**src/rtl/spi_master_sched.sv**
```systemverilog
// spi_master_sched: round-robin arbiter sharing one mode-0 SPI master (MSB first, SCLK idles low).
// Define SPI_ABORT_EN to add the abort input and aborted output.
module spi_master_sched #(
    parameter int NREQ    = 2,
    parameter int DATA_W  = 8,
    parameter int LEN_W   = 4,
    parameter int CLK_DIV = 4
) (
    input  logic                   clk,
    input  logic                   rstn,
    input  logic [NREQ-1:0]        req,
    input  logic [NREQ*LEN_W-1:0]  req_len,
    input  logic [NREQ*DATA_W-1:0] tx_data,
    output logic [NREQ-1:0]        grant,
    output logic                   busy,
    output logic                   tx_load,
    output logic [DATA_W-1:0]      rx_data,
    output logic                   rx_valid,
    output logic                   done,
    output logic                   cs_n,
    output logic                   sclk,
    output logic                   mosi,
    input  logic                   miso
`ifdef SPI_ABORT_EN
    ,
    input  logic                   abort,
    output logic                   aborted
`endif
);

    localparam int IW = (NREQ > 1) ? $clog2(NREQ) : 1;
    localparam int CW = (CLK_DIV > 1) ? $clog2(CLK_DIV) : 1;
    localparam int BW = (DATA_W > 1) ? $clog2(DATA_W) : 1;
    localparam logic [CW-1:0] CNT_MAX = CW'(CLK_DIV - 1);
    localparam logic [BW-1:0] BIT_MAX = BW'(DATA_W - 1);

    typedef enum logic [2:0] {S_IDLE, S_SETUP, S_SHIFT, S_HOLD, S_GAP} state_t;

    state_t              state_q;
    logic [IW-1:0]       own_q;
    logic [IW-1:0]       ptr_q;
    logic [CW-1:0]       cnt_q;
    logic [BW-1:0]       bit_q;
    logic [LEN_W-1:0]    word_q;
    logic [DATA_W-2:0]   tx_sr_q;
    logic [DATA_W-2:0]   rx_sr_q;
    logic [NREQ-1:0]     grant_q;
    logic                busy_q;
    logic                tx_load_q;
    logic [DATA_W-1:0]   rx_data_q;
    logic                rx_valid_q;
    logic                done_q;
    logic                cs_n_q;
    logic                sclk_q;
    logic                mosi_q;

    logic                win_any_d;
    logic [IW-1:0]       win_idx_d;
    logic [DATA_W-1:0]   win_tx_d;
    logic [LEN_W-1:0]    win_len_d;
    logic [DATA_W-1:0]   own_tx_d;
    logic [DATA_W-1:0]   rx_word_d;
    logic                abort_hit;
    int                  arb_j;

    // Search starts just after the last owner so every requester gets its turn.
    always_comb begin
        win_any_d = 1'b0;
        win_idx_d = '0;
        arb_j     = 0;
        for (int k = 1; k <= NREQ; k++) begin
            arb_j = int'(ptr_q) + k;
            if (arb_j >= NREQ) arb_j = arb_j - NREQ;
            if (!win_any_d && req[IW'(arb_j)]) begin
                win_any_d = 1'b1;
                win_idx_d = IW'(arb_j);
            end
        end
    end

    assign win_tx_d  = tx_data[win_idx_d*DATA_W +: DATA_W];
    assign win_len_d = req_len[win_idx_d*LEN_W +: LEN_W];
    assign own_tx_d  = tx_data[own_q*DATA_W +: DATA_W];
    assign rx_word_d = {rx_sr_q, miso};

`ifdef SPI_ABORT_EN
    logic abort_pend_q;
    logic aborted_q;
    logic in_run;

    assign in_run    = (state_q == S_SETUP) || (state_q == S_SHIFT);
    assign abort_hit = in_run && (abort_pend_q || abort);
    assign aborted   = aborted_q;

    // The request is remembered until GAP entry so it can be reported alongside done.
    always_ff @(posedge clk or negedge rstn) begin
        if (!rstn) begin
            abort_pend_q <= 1'b0;
            aborted_q    <= 1'b0;
        end else begin
            abort_pend_q <= in_run ? (abort_pend_q || abort)
                                   : ((state_q == S_HOLD) && abort_pend_q);
            aborted_q    <= (state_q == S_HOLD) && (cnt_q == CNT_MAX) && abort_pend_q;
        end
    end
`else
    assign abort_hit = 1'b0;
`endif

    always_ff @(posedge clk or negedge rstn) begin
        if (!rstn) begin
            state_q    <= S_IDLE;
            own_q      <= '0;
            ptr_q      <= IW'(NREQ - 1);
            cnt_q      <= '0;
            bit_q      <= '0;
            word_q     <= '0;
            tx_sr_q    <= '0;
            rx_sr_q    <= '0;
            grant_q    <= '0;
            busy_q     <= 1'b0;
            tx_load_q  <= 1'b0;
            rx_data_q  <= '0;
            rx_valid_q <= 1'b0;
            done_q     <= 1'b0;
            cs_n_q     <= 1'b1;
            sclk_q     <= 1'b0;
            mosi_q     <= 1'b0;
        end else begin
            tx_load_q  <= 1'b0;
            rx_valid_q <= 1'b0;
            done_q     <= 1'b0;
            case (state_q)
                S_IDLE: begin
                    if (win_any_d) begin
                        state_q   <= S_SETUP;
                        own_q     <= win_idx_d;
                        grant_q   <= NREQ'(1) << win_idx_d;
                        busy_q    <= 1'b1;
                        cs_n_q    <= 1'b0;
                        tx_load_q <= 1'b1;
                        tx_sr_q   <= win_tx_d[DATA_W-2:0];
                        mosi_q    <= win_tx_d[DATA_W-1];
                        word_q    <= (win_len_d == '0) ? LEN_W'(1) : win_len_d;
                        bit_q     <= '0;
                        cnt_q     <= '0;
                    end
                end
                // SETUP ends with the first rising edge; SHIFT then toggles at every boundary.
                S_SETUP, S_SHIFT: begin
                    if (cnt_q != CNT_MAX) begin
                        cnt_q <= cnt_q + CW'(1);
                    end else begin
                        cnt_q <= '0;
                        if (abort_hit) begin
                            sclk_q  <= 1'b0;
                            state_q <= S_HOLD;
                        end else if (!sclk_q) begin
                            if (word_q == '0) begin
                                state_q <= S_HOLD;
                            end else begin
                                state_q <= S_SHIFT;
                                sclk_q  <= 1'b1;
                                rx_sr_q <= rx_word_d[DATA_W-2:0];
                                if (bit_q == BIT_MAX) begin
                                    rx_data_q  <= rx_word_d;
                                    rx_valid_q <= 1'b1;
                                end
                            end
                        end else begin
                            sclk_q <= 1'b0;
                            if (bit_q != BIT_MAX) begin
                                bit_q   <= bit_q + BW'(1);
                                mosi_q  <= tx_sr_q[DATA_W-2];
                                tx_sr_q <= tx_sr_q << 1;
                            end else begin
                                // Word boundary: word_q reaching 0 marks the final low half-period.
                                bit_q  <= '0;
                                word_q <= word_q - LEN_W'(1);
                                if (word_q != LEN_W'(1)) begin
                                    tx_load_q <= 1'b1;
                                    tx_sr_q   <= own_tx_d[DATA_W-2:0];
                                    mosi_q    <= own_tx_d[DATA_W-1];
                                end else begin
                                    tx_sr_q <= '0;
                                    mosi_q  <= 1'b0;
                                end
                            end
                        end
                    end
                end
                S_HOLD: begin
                    if (cnt_q != CNT_MAX) begin
                        cnt_q <= cnt_q + CW'(1);
                    end else begin
                        cnt_q   <= '0;
                        state_q <= S_GAP;
                        cs_n_q  <= 1'b1;
                        done_q  <= 1'b1;
                        grant_q <= '0;
                        ptr_q   <= own_q;
                    end
                end
                S_GAP: begin
                    if (cnt_q != CNT_MAX) begin
                        cnt_q <= cnt_q + CW'(1);
                    end else begin
                        cnt_q   <= '0;
                        state_q <= S_IDLE;
                        busy_q  <= 1'b0;
                    end
                end
                default: state_q <= S_IDLE;
            endcase
        end
    end

    assign grant    = grant_q;
    assign busy     = busy_q;
    assign tx_load  = tx_load_q;
    assign rx_data  = rx_data_q;
    assign rx_valid = rx_valid_q;
    assign done     = done_q;
    assign cs_n     = cs_n_q;
    assign sclk     = sclk_q;
    assign mosi     = mosi_q;

endmodule
```
**config.mk**
```make
export PLATFORM = sky130hd
export DESIGN_NAME = spi_master_sched
export DESIGN_NICKNAME = d
export VERILOG_FILES = /design/src/rtl/spi_master_sched.sv
export SDC_FILE = /design/constraint.sdc
export NUM_CORES = 1
export LEC_CHECK = 0
export ABC_AREA = 1
export BUFFER_PORTS_ARGS = -buffer_cell sky130_fd_sc_hd__buf_2
export CORE_ASPECT_RATIO = 2
export CORE_MARGIN = 3
export CORE_UTILIZATION = 35
export DETAILED_ROUTE_END_ITERATION = 6
export SYNTH_ARGS = -nofsm -noshare
export SYNTH_HDL_FRONTEND = slang
export SYNTH_SLANG_ARGS = --single-unit
```
**constraint.sdc**
```tcl
create_clock -name clk -period 1.6 [get_ports clk]
set_clock_uncertainty 0.05 [all_clocks]
set_input_delay 0.24 -clock clk [delete_from_list [all_inputs] [get_ports clk]]
set_output_delay 0.24 -clock clk [all_outputs]
set_load 0.01 [all_outputs]
```
==> flow_summary.yaml <==
run_status:
  status: "finished clean"
synthesis:
  avgSynthCellArea_um2: 7.17
  syn_inst: 341
  syn_area_mm2: 0.00244
  ys.warnings.count: 0
  synth.yosys.seq_area_share_pct: 46.2
  async_reset_ff_share_pct: 100
  syn_nets: 376
  synth_ff_type: "dfrtp_1"
  synth_cell_types: 21
  synth_edf_count: 0
  synth-seq-cells: 45
placed_design:
  routabilityCongestion: 0.843
  port_buffers: 44
  dp_hpwl_um: 4650
worst_setup_path:
  critPathLaunch: "bit_q[1]"
  critPathKind: "reg2reg"
  cp-end-kind: "register"
  cp-start-kind: "register"
  rr_endpoint: "rx_data[7]"
  ff2ff_path_depth: 8
  r2r_start: "bit_q[1]"
  cp-endpoint: "rx_data[7]"
  worstPathRequired_ns: 1.73
  crit_fanout: 8
  cp.arrival_ns: 1.65
  rrSetupSlack_ns: 0.08
timing:
  post-route-period-util_pct: 94.9
  tightest_slew_ns: 0.391
  relSlewSlack_pct: 73.8
  rsz0062_at_grt: "yes"
  period_minus_slack_ns: 1.52
  hold_viol: 0
  setup_tns_ns: 0
  fmax_mhz: 658
  setup_violations: 0
  slew_viol_final: 0
power_and_ir_drop:
  p_leak_nw: 1.82
  p_seq_share_pct: 29.7
  internal_power_mw: 3.50
  p_sw_share_pct: 42.2
  peakVddDrop_v: 0.000951
  power_switching_mw: 2.56
  powerDensity_mw_per_mm2: 1850
  clkPwrFrac_pct: 20.1
  pwr-share-comb_pct: 50.1
cts:
  htree_levels: 2
  path_clk_slew_ns: 0.06
  clock_latency_ns: 0.29
  numCtsBuffers: 5
  clock_sinks: 45
  cts_root_buf: "clkbuf_16"
  cts_tree: "built"
  clockBufferDepth: 2
finish:
  area_growth_pct: 33.9
  nets: 448
  fin_util_pct: 48.7
  layout-drive-gt1-share_pct: 28.5
  n_antenna_cell: 0
global_routing:
  grt_pass1_wl_um: 10200
  grt_usage_pct: 16.1
  antenna_found_initial: 0
  grt_max_degree: 24
  grt_overflow_total: 0
  grt_pass1_vias: 2346
floorplan:
  start_util_pct: 36.3
  core_area_mm2: 0.00673
  die_area_mm2: 0.00809
  die_h_um: 124
  ios: 46
  fp.dieW_um: 65.1
  rows: 42
hold_path:
  worst_hold_path_type: "in2reg"
  holdCritStartpoint: "miso"
drt:
  wl_per_cell_um: 12.2
  vias: 2385
  first_iter_violations: 91
  routed_via_density: 4.75
  wl_um: 6120
  dr.pass1.iters: 4
  drcViolationCount: 0
  ant_nets: 0
run:
  maxCapViolCount: 0
-- flip-flops by register name (all words and copies together) (netlist names) --
register and flops:
bit_q 3, busy 1, cnt_q 2, cs_n 1, done 1, grant 2, mosi 1, own_q 1
ptr_q 1, rx_data 8, rx_sr_q 7, rx_valid 1, sclk 1, state_q 3, tx_load 1, tx_sr_q 7
word_q 4
-- Yosys cell counts (all sizes together) (2+ instances only) --
cell	number	area, um2
a21oi	3	15.0
buf	6	32.5
dfrtp	43	1080
dfstp	2	52.6
ha	6	75.1
inv	23	86.3
nand2	178	678
nand3	43	215
nand4	2	27.5
nor2	11	48.8
o21ai	21	109
-- layout make-up --
class,count,area [um2]
multi-input combinational,266,1310
clock buffer,6,139
fill,733,3450
clock inverter,2,37.5
sequential,45,1130
inverter,23,91.3
timing repair buffer,72,462
tap,88,110
-- kinds of logic (layout without fill, tap and decap cells) --
group / after synthesis / in the layout / share of synthesized area (%)
AND/OR/NAND/NOR: 235 / 235 / 40.3
buffers and inverters: 30 / 103 / 5.02
AO/OA/AOI/OAI: 24 / 24 / 5.07
XOR/XNOR: 1 / 1 / 0.358
flip-flops: 45 / 45 / 46.2
adder cells (fa/ha/maj): 6 / 6 / 3.07
-- layer usage --
metal	global-route usage [%]	part of all wire, %	wire, um
met2	31.5	56	3440
met4	6.88	1.8	110
met3	2.35	4.3	264
met5	0	0	0
met1	16.6	38	2310
-- what timing repair did --
item	CTS	global route
cloned	0	2
gates resized for setup	2	35
hold buffers	1	0
endpoints found under the hold margin	43	0
setup buffers	0	3
pin swaps	0	5
endpoints found under the setup margin	9	30
-- stage by stage --
step / hold WS, ns / total power, mW / cell area, um2 / setup WS, ns / cells
after floorplan: -0.106 / 3.57 / 2440 / 0.111 / 341
after global placement: 0.196 / 4.51 / 2920 / -0.0946 / 488
after detailed placement: 0.205 / 4.55 / 2920 / -0.139 / 488
after CTS: 0.127 / 5.81 / 3110 / 0.0199 / 497
after global routing: 0.142 / 6.61 / 3270 / -0.0317 / 502
final: 0.128 / 6.06 / 3270 / 0.0812 / 502
-- power by group through the flow --
stage | logic [mW] | registers, mW | clock network (mW)
6_report | 3.04 | 1.80 | 1.22
5_1_grt | 3.47 | 1.86 | 1.28
4_1_cts | 2.77 | 1.79 | 1.25
3_5_place_dp | 2.75 | 1.80 | 0
3_3_place_gp | 2.72 | 1.79 | 0
2_1_floorplan | 1.80 | 1.77 | 0
-- worst min path at each step --
| stage | to | slack (ns) | depth (start not counted) |
|---|---|---|---|
| floorplan | bit_q[0] | -0.11 | 0 |
| global placement | cnt_q[0] | 0.20 | 2 |
| detailed placement | cnt_q[1] | 0.20 | 2 |
| CTS | rx_data[0] | 0.13 | 3 |
| global route | rx_data[0] | 0.14 | 3 |
| finish | rx_data[0] | 0.13 | 3 |
-- worst max-delay path, cell delays in order (launching register included) --
cell,delay (ns)
dfrtp_1,0.40
ha_4,0.16
ha_4,0.12
inv_2,0.05
buf_6,0.12
nor3_4,0.28
inv_4,0.11
nand2_2,0.08
nand2_1,0.05
-- cells in the final DEF, fill, tap and decap left out, drive strengths merged, types with 3 or more instances in the layout --
master and n:
nand2 178, buf 71, dfrtp 43, nand3 43, inv 23, o21ai 21, nor2 11, clkbuf 6
ha 6, a21oi 3
Power figures use the tool's default switching activity.
